`config.mk`:
```
export PLATFORM = sky130hd
export DESIGN_NAME = obi_wb_bridge
export DESIGN_NICKNAME = d
export VERILOG_FILES = /design/src/rtl/obi_wb_pkg.sv /design/src/rtl/obi_wb_rr_arbiter.sv /design/src/rtl/obi_wb_bridge.sv
export SDC_FILE = /design/constraint.sdc
export NUM_CORES = 1
export LEC_CHECK = 0
export CORE_MARGIN = 2
export CORE_UTILIZATION = 63
export DETAILED_ROUTE_END_ITERATION = 7
export DONT_BUFFER_PORTS = 1
export PLACE_DENSITY = 0.79
export SLEW_MARGIN = 20
export SYNTH_ARGS = -nofsm -noshare
export SYNTH_HDL_FRONTEND = slang
export SYNTH_SLANG_ARGS = --single-unit
```
`constraint.sdc`:
```
create_clock -name clk -period 6.6 [get_ports clk]
set_input_delay 0.99 -clock clk [delete_from_list [all_inputs] [get_ports clk]]
set_output_delay 0.99 -clock clk [all_outputs]
set_load 0.02 [all_outputs]
```
`src/rtl/obi_wb_pkg.sv`:
```
// Shared types and helpers for the OBI-to-Wishbone bridge.
// Holds the bridge state encoding, the requester port ids and the byte-merge helper.
package obi_wb_pkg;

   typedef enum logic [2:0] {
      IDLE,
      RD,
      WR,
      RMW_RD,
      MERGE,
      RMW_WR,
      RESP
   } bridge_state_e;

   typedef enum logic {
      PORT_INSTR = 1'b0,
      PORT_DATA  = 1'b1
   } port_e;

   localparam logic [3:0] BE_FULL = 4'hF;

   // Enabled bytes come from the new word; all other bytes keep the word read from the bus.
   function automatic logic [31:0] be_merge(input logic [31:0] old_word,
                                            input logic [31:0] new_word,
                                            input logic [3:0]  be);
      logic [31:0] result;
      result = old_word;
      for (int i = 0; i < 4; i++) begin
         if (be[i]) begin
            result[8*i +: 8] = new_word[8*i +: 8];
         end
      end
      return result;
   endfunction

endpackage

```
`src/rtl/obi_wb_rr_arbiter.sv`:
```
// Two-way round-robin arbiter between the instruction and data OBI ports.
// Grants are one-hot and combinational; the last-grant pointer moves only on an issued grant.
module obi_wb_rr_arbiter
   import obi_wb_pkg::*;
(
   input  logic       clk,
   input  logic       rst,
   input  logic       enable,
   input  logic [1:0] req,
   output logic [1:0] gnt
);

   port_e last_q;

   // On a tie the port that was not served last wins; reset leaves data favoured.
   always_comb begin
      gnt = 2'b00;
      if (enable) begin
         if (req == 2'b11) begin
            gnt = (last_q == PORT_DATA) ? 2'b01 : 2'b10;
         end else begin
            gnt = req;
         end
      end
   end

   always_ff @(posedge clk or posedge rst) begin
      if (rst) begin
         last_q <= PORT_INSTR;
      end else if (|gnt) begin
         last_q <= gnt[1] ? PORT_DATA : PORT_INSTR;
      end
   end

endmodule

```
`src/rtl/obi_wb_bridge.sv`:
```
// Bridges the core's instruction and data OBI ports onto one Wishbone-classic master.
// One transaction in flight; partial stores become read-modify-write; a stalled bus times out.
module obi_wb_bridge
   import obi_wb_pkg::*;
#(
   parameter int ADDR_WIDTH     = 32,
   parameter int DATA_WIDTH     = 32,
   parameter int TIMEOUT_CYCLES = 1024
) (
   input  logic                    clk,
   input  logic                    rst,

   input  logic                    instr_req_i,
   output logic                    instr_gnt_o,
   input  logic [ADDR_WIDTH-1:0]   instr_addr_i,
   output logic                    instr_rvalid_o,
   output logic [DATA_WIDTH-1:0]   instr_rdata_o,

   input  logic                    data_req_i,
   output logic                    data_gnt_o,
   input  logic                    data_we_i,
   input  logic [DATA_WIDTH/8-1:0] data_be_i,
   input  logic [ADDR_WIDTH-1:0]   data_addr_i,
   input  logic [DATA_WIDTH-1:0]   data_wdata_i,
   output logic                    data_rvalid_o,
   output logic [DATA_WIDTH-1:0]   data_rdata_o,

   output logic                    wb_cyc_o,
   output logic                    wb_stb_o,
   output logic                    wb_we_o,
   output logic [ADDR_WIDTH-1:0]   wb_addr_o,
   output logic [DATA_WIDTH-1:0]   wb_data_o,
   input  logic [DATA_WIDTH-1:0]   wb_data_i,
   input  logic                    wb_ack_i,

   output logic                    timeout_o
);

   localparam int CNT_W = (TIMEOUT_CYCLES > 1) ? $clog2(TIMEOUT_CYCLES) : 1;

   bridge_state_e state_q, state_d;

   port_e                  port_q;
   logic [ADDR_WIDTH-1:0]  addr_q;
   logic [3:0]             be_q;
   logic [DATA_WIDTH-1:0]  wdata_q;
   logic [DATA_WIDTH-1:0]  word_q;
   logic [DATA_WIDTH-1:0]  instr_rdata_q;
   logic [DATA_WIDTH-1:0]  data_rdata_q;
   logic [CNT_W-1:0]       cnt_q;
   logic                   timeout_q;

   logic [1:0]             gnt;
   logic                   accept;
   logic                   sel_we;
   logic                   stb_active;
   logic                   tmo_hit;
   logic                   enter_resp;
   port_e                  resp_port;
   logic [DATA_WIDTH-1:0]  resp_word;

   obi_wb_rr_arbiter u_arbiter (
      .clk    (clk),
      .rst    (rst),
      .enable ((state_q == IDLE) && !rst),
      .req    ({data_req_i, instr_req_i}),
      .gnt    (gnt)
   );

   assign accept      = (state_q == IDLE) && (|gnt);
   assign sel_we      = gnt[1] & data_we_i;
   assign instr_gnt_o = gnt[0];
   assign data_gnt_o  = gnt[1];

   assign stb_active = (state_q == RD) || (state_q == WR) ||
                       (state_q == RMW_RD) || (state_q == RMW_WR);

   // An ack in the final allowed cycle still wins over the abort.
   assign tmo_hit = (TIMEOUT_CYCLES != 0) && stb_active && !wb_ack_i &&
                    (cnt_q == CNT_W'(TIMEOUT_CYCLES - 1));

   always_comb begin
      state_d = state_q;
      case (state_q)
         IDLE: begin
            if (accept) begin
               if (!sel_we) begin
                  state_d = RD;
               end else if (data_be_i == BE_FULL) begin
                  state_d = WR;
               end else if (data_be_i == 4'h0) begin
                  state_d = RESP;
               end else begin
                  state_d = RMW_RD;
               end
            end
         end
         RD, WR, RMW_WR: begin
            if (wb_ack_i || tmo_hit) begin
               state_d = RESP;
            end
         end
         RMW_RD: begin
            if (wb_ack_i) begin
               state_d = MERGE;
            end else if (tmo_hit) begin
               state_d = RESP;
            end
         end
         MERGE:   state_d = RMW_WR;
         RESP:    state_d = IDLE;
         default: state_d = IDLE;
      endcase
   end

   // Only a completed plain read returns bus data; writes, empty stores and aborts return zero.
   assign enter_resp = (state_d == RESP) && (state_q != RESP);
   assign resp_port  = (state_q == IDLE) ? (gnt[1] ? PORT_DATA : PORT_INSTR) : port_q;
   assign resp_word  = ((state_q == RD) && wb_ack_i) ? wb_data_i : '0;

   always_ff @(posedge clk or posedge rst) begin
      if (rst) begin
         state_q   <= IDLE;
         cnt_q     <= '0;
         timeout_q <= 1'b0;
      end else begin
         state_q   <= state_d;
         cnt_q     <= (stb_active && (state_d == state_q)) ? cnt_q + 1'b1 : '0;
         timeout_q <= tmo_hit;
      end
   end

   // Request fields are captured once at grant; later requester activity is ignored.
   always_ff @(posedge clk or posedge rst) begin
      if (rst) begin
         port_q  <= PORT_INSTR;
         addr_q  <= '0;
         be_q    <= '0;
         wdata_q <= '0;
         word_q  <= '0;
      end else begin
         if (accept) begin
            port_q  <= gnt[1] ? PORT_DATA : PORT_INSTR;
            addr_q  <= gnt[1] ? data_addr_i : instr_addr_i;
            be_q    <= gnt[1] ? data_be_i : BE_FULL;
            wdata_q <= data_wdata_i;
         end
         if ((state_q == RMW_RD) && wb_ack_i) begin
            word_q <= wb_data_i;
         end
         if (state_q == MERGE) begin
            wdata_q <= be_merge(word_q, wdata_q, be_q);
         end
      end
   end

   always_ff @(posedge clk or posedge rst) begin
      if (rst) begin
         instr_rdata_q <= '0;
         data_rdata_q  <= '0;
      end else if (enter_resp) begin
         if (resp_port == PORT_DATA) begin
            data_rdata_q <= resp_word;
         end else begin
            instr_rdata_q <= resp_word;
         end
      end
   end

   assign wb_stb_o  = stb_active;
   assign wb_cyc_o  = stb_active || (state_q == MERGE);
   assign wb_we_o   = (state_q == WR) || (state_q == RMW_WR);
   assign wb_addr_o = addr_q & {{(ADDR_WIDTH-2){1'b1}}, 2'b00};
   assign wb_data_o = wb_we_o ? wdata_q : '0;
   assign timeout_o = timeout_q;

   assign instr_rvalid_o = (state_q == RESP) && (port_q == PORT_INSTR);
   assign data_rvalid_o  = (state_q == RESP) && (port_q == PORT_DATA);
   assign instr_rdata_o  = instr_rdata_q;
   assign data_rdata_o   = data_rdata_q;

endmodule

```
==> results.json <==
{
  "grt_pass1_vias": 5414,
  "synth_cells": 702,
  "final_hold_viol_count": 0,
  "crit_type": "reg2out",
  "vias": 5159,
  "dieArea_um2": 13280,
  "crit_path_end_kind": "primary output",
  "cts_setup_buffers": 0,
  "holdWs_ns": 0.4825,
  "fmax_mhz": 279.1,
  "cpPeakStageDelay_ns": 0.65,
  "fin_crit_sh": 0.5430,
  "routedWlPerCell_um": 21.21,
  "core-area_um2": 12060,
  "synth_edf_count": 0,
  "design_area_um2": 8433,
  "start_util": 0.6465,
  "track_usage": 0.2845,
  "p_total_mw": 4.161,
  "portBuffers": 0,
  "htree_levels": 4,
  "final_cells": 866,
  "hpwl_mm": 13.07,
  "pre_cts_slack_ns": 2.632,
  "post_cts_resized": 0,
  "finalSetupTns_ns": 0,
  "synth_top_area_share": 0.5712,
  "multi_input_area_um2": 3009,
  "wl_mm": 18.37,
  "first_iter_violations": 396,
  "synthFlopType": "dfrtp_1",
  "cts_buffers": 17,
  "crit_slowest_cell": "inv_2",
  "synthTopCellsByCount": "dfrtp_1 (178), nand2_1 (75), and2_1 (69)",
  "clk_latency_ns": 0.43,
  "cts_buffer_depth": 2,
  "clock_sinks": 178,
  "syn-cell-area_um2": 7797,
  "synth_seq_cells": 178,
  "clock-skew-final_ns": 0.01233,
  "rows": 40,
  "drive_gt1_frac": 0.1347,
  "finish.utilization": 0.6992,
  "max-slew-margin-rel": 0.3175,
  "ys_types": 42,
  "layout_setup_ws_ns": 3.017,
  "fp.dieW_um": 115.3,
  "chipHeight_um": 115.3,
  "cp_num_buf_inv": 1,
  "vias_per_cell": 5.957,
  "fillCellCount": 865,
  "grt_pass1_wl_mm": 28.45,
  "status": "finished, final reports clean",
  "antenna_cells": 0,
  "placed_area_um2": 7866,
  "firstDrtPassIters": 4,
  "rsz0062_at_grt": "no",
  "synth_most_common_cell": "dfrtp_1",
  "antenna_left": 0,
  "synth_area_leaders": "dfrtp_1 (57%), mux2_1 (7.9%), mux2_2 (5.9%)",
  "cp-startpoint": "state_q[2]",
  "cp_cell_sequence": "nor4_4, nand2_2, inv_2",
  "grt_max_degree": 106,
  "max-cap-violations": 0,
  "crit_family": "simple AND/OR/NAND/NOR gates",
  "layout_min_cycle_time_ns": 3.583,
  "min_from": "be_q[2]",
  "ys_seq_area_frac": 0.5712,
  "drc": 0,
  "area_growth_pct": 8.152,
  "clockRootBuffer": "clkbuf_16",
  "synth_area_leader_cell": "dfrtp_1",
  "startpoint_type": "register",
  "cp.required_ns": 5.61,
  "arrival_ns": 2.59,
  "power_density_nw_per_um2": 493.4,
  "gp_congestion": 0.8498,
  "ioPinCount": 274,
  "crit_fanout": 37,
  "tightest_slew_ns": 1.020,
  "r2r_start": "state_q[2]",
  "place_inst": 833,
  "setup_violations": 0,
  "irDropWorstVdd_v": 0.0002828,
  "yosysWarnings": 0,
  "p_leak_nw": 4.018,
  "cts_tree": "yes",
  "regArea_um2": 4454,
  "avgSynthCellArea_um2": 11.11,
  "hp-class": "reg2reg",
  "clk_pin_slew_ns": 0.06,
  "antenna_found_initial": 0,
  "grt_overflow": 0,
  "cts_hold_buf": 0,
  "async_flop_share": 1.000,
  "maxSlewViolCount": 0,
  "nets": 824
}
## worst reg2reg max path: stages (launching register included)
cell and delay (ns):
dfrtp_1 0.51, nor4_4 0.51, nand2_2 0.49, inv_2 0.66, a21oi_1 0.21, a211oi_4 0.20, buf_4 0.47, mux2_2 0.40
## power breakdown
| group | total, mW | switching, mW | internal (mW) |
|---|---|---|---|
| Combinational | 1.13 | 0.686 | 0.446 |
| Sequential | 2.11 | 0.573 | 1.53 |
| Clock | 0.924 | 0.425 | 0.498 |
| Total | 4.16 | 1.68 | 2.48 |
## placed cells by master, fill, tap and decap left out, types with 2 or more instances in the layout
cell	Yosys	routed
xnor2_1	2	2
and3_1	2	2
a21boi_0	3	3
o22a_1	4	4
a31oi_1	30	30
inv_8	0	3
or2_2	4	4
inv_1	39	38
buf_4	3	5
clkinvlp_4	0	2
o22ai_1	33	33
xor2_1	6	6
a211oi_4	2	2
conb_1	1	2
clkbuf_16	0	17
o21ai_0	5	4
clkinv_2	0	4
nand4_1	2	2
and2_1	69	69
a21oi_1	34	34
nand2_1	75	75
and4_1	3	3
nand3_1	8	7
nor3_1	4	3
mux2_1	55	55
inv_6	0	2
dfrtp_1	178	178
mux2_2	41	41
clkinv_4	0	3
nor2_1	45	44
## flip-flops by register name (all words and copies together), names as in the netlist
register and cells:
state_q 3, timeout_o 1, be_q 4, data_rdata_o 32, u_arbiter.last_q 1, word_q 32, instr_rdata_o 32, port_q 1
wdata_q 32, addr_q 30, cnt_q 10
## area by class of cell
cell class                      count  share of cell area
Timing Repair Buffer                6            0.006825
Sequential cell                   178              0.5282
Tap cell                          168             0.02493
Inverter                           40             0.01840
Clock buffer                       19             0.05252
Multi-Input combinational cell    442              0.3568
Clock inverter                     13             0.01231
## routing by layer
layer | vias up | GRT usage | wire [um]
li1 | 2337 | - | -
met1 | 2554 | 0.3229 | 6796
met2 | 233 | 0.4976 | 9518
met3 | 35 | 0.08593 | 1543
met4 | 0 | 0.1253 | 508
met5 | - | 0 | 0
## path summary, 6_finish.rpt
check	endpoint	slack [ns]	depth (start not counted)
setup / recovery	data_gnt_o	3.02	3
hold / removal	be_q[2]	0.48	1
setup reg to reg	data_rdata_o[7]	3.05	7
hold reg to reg	be_q[2]	0.48	1
max in group asynchronous	word_q[25]	4.51	2
min in group asynchronous	addr_q[20]	0.63	1
## kinds of logic after synthesis
group / after synthesis / synth area share
AOI/OAI and AO/OA: 115 / 0.09226
xor gates and xnor gates: 8 / 0.008986
adders and majority gates: 1 / 0.001604
buffers and inverters: 83 / 0.04750
DFF: 178 / 0.5712
muxes: 96 / 0.1386
other: 1 / 0.0004809
and+or+nand+nor: 220 / 0.1393
Note: power is estimated with default switching activity, not from simulation.
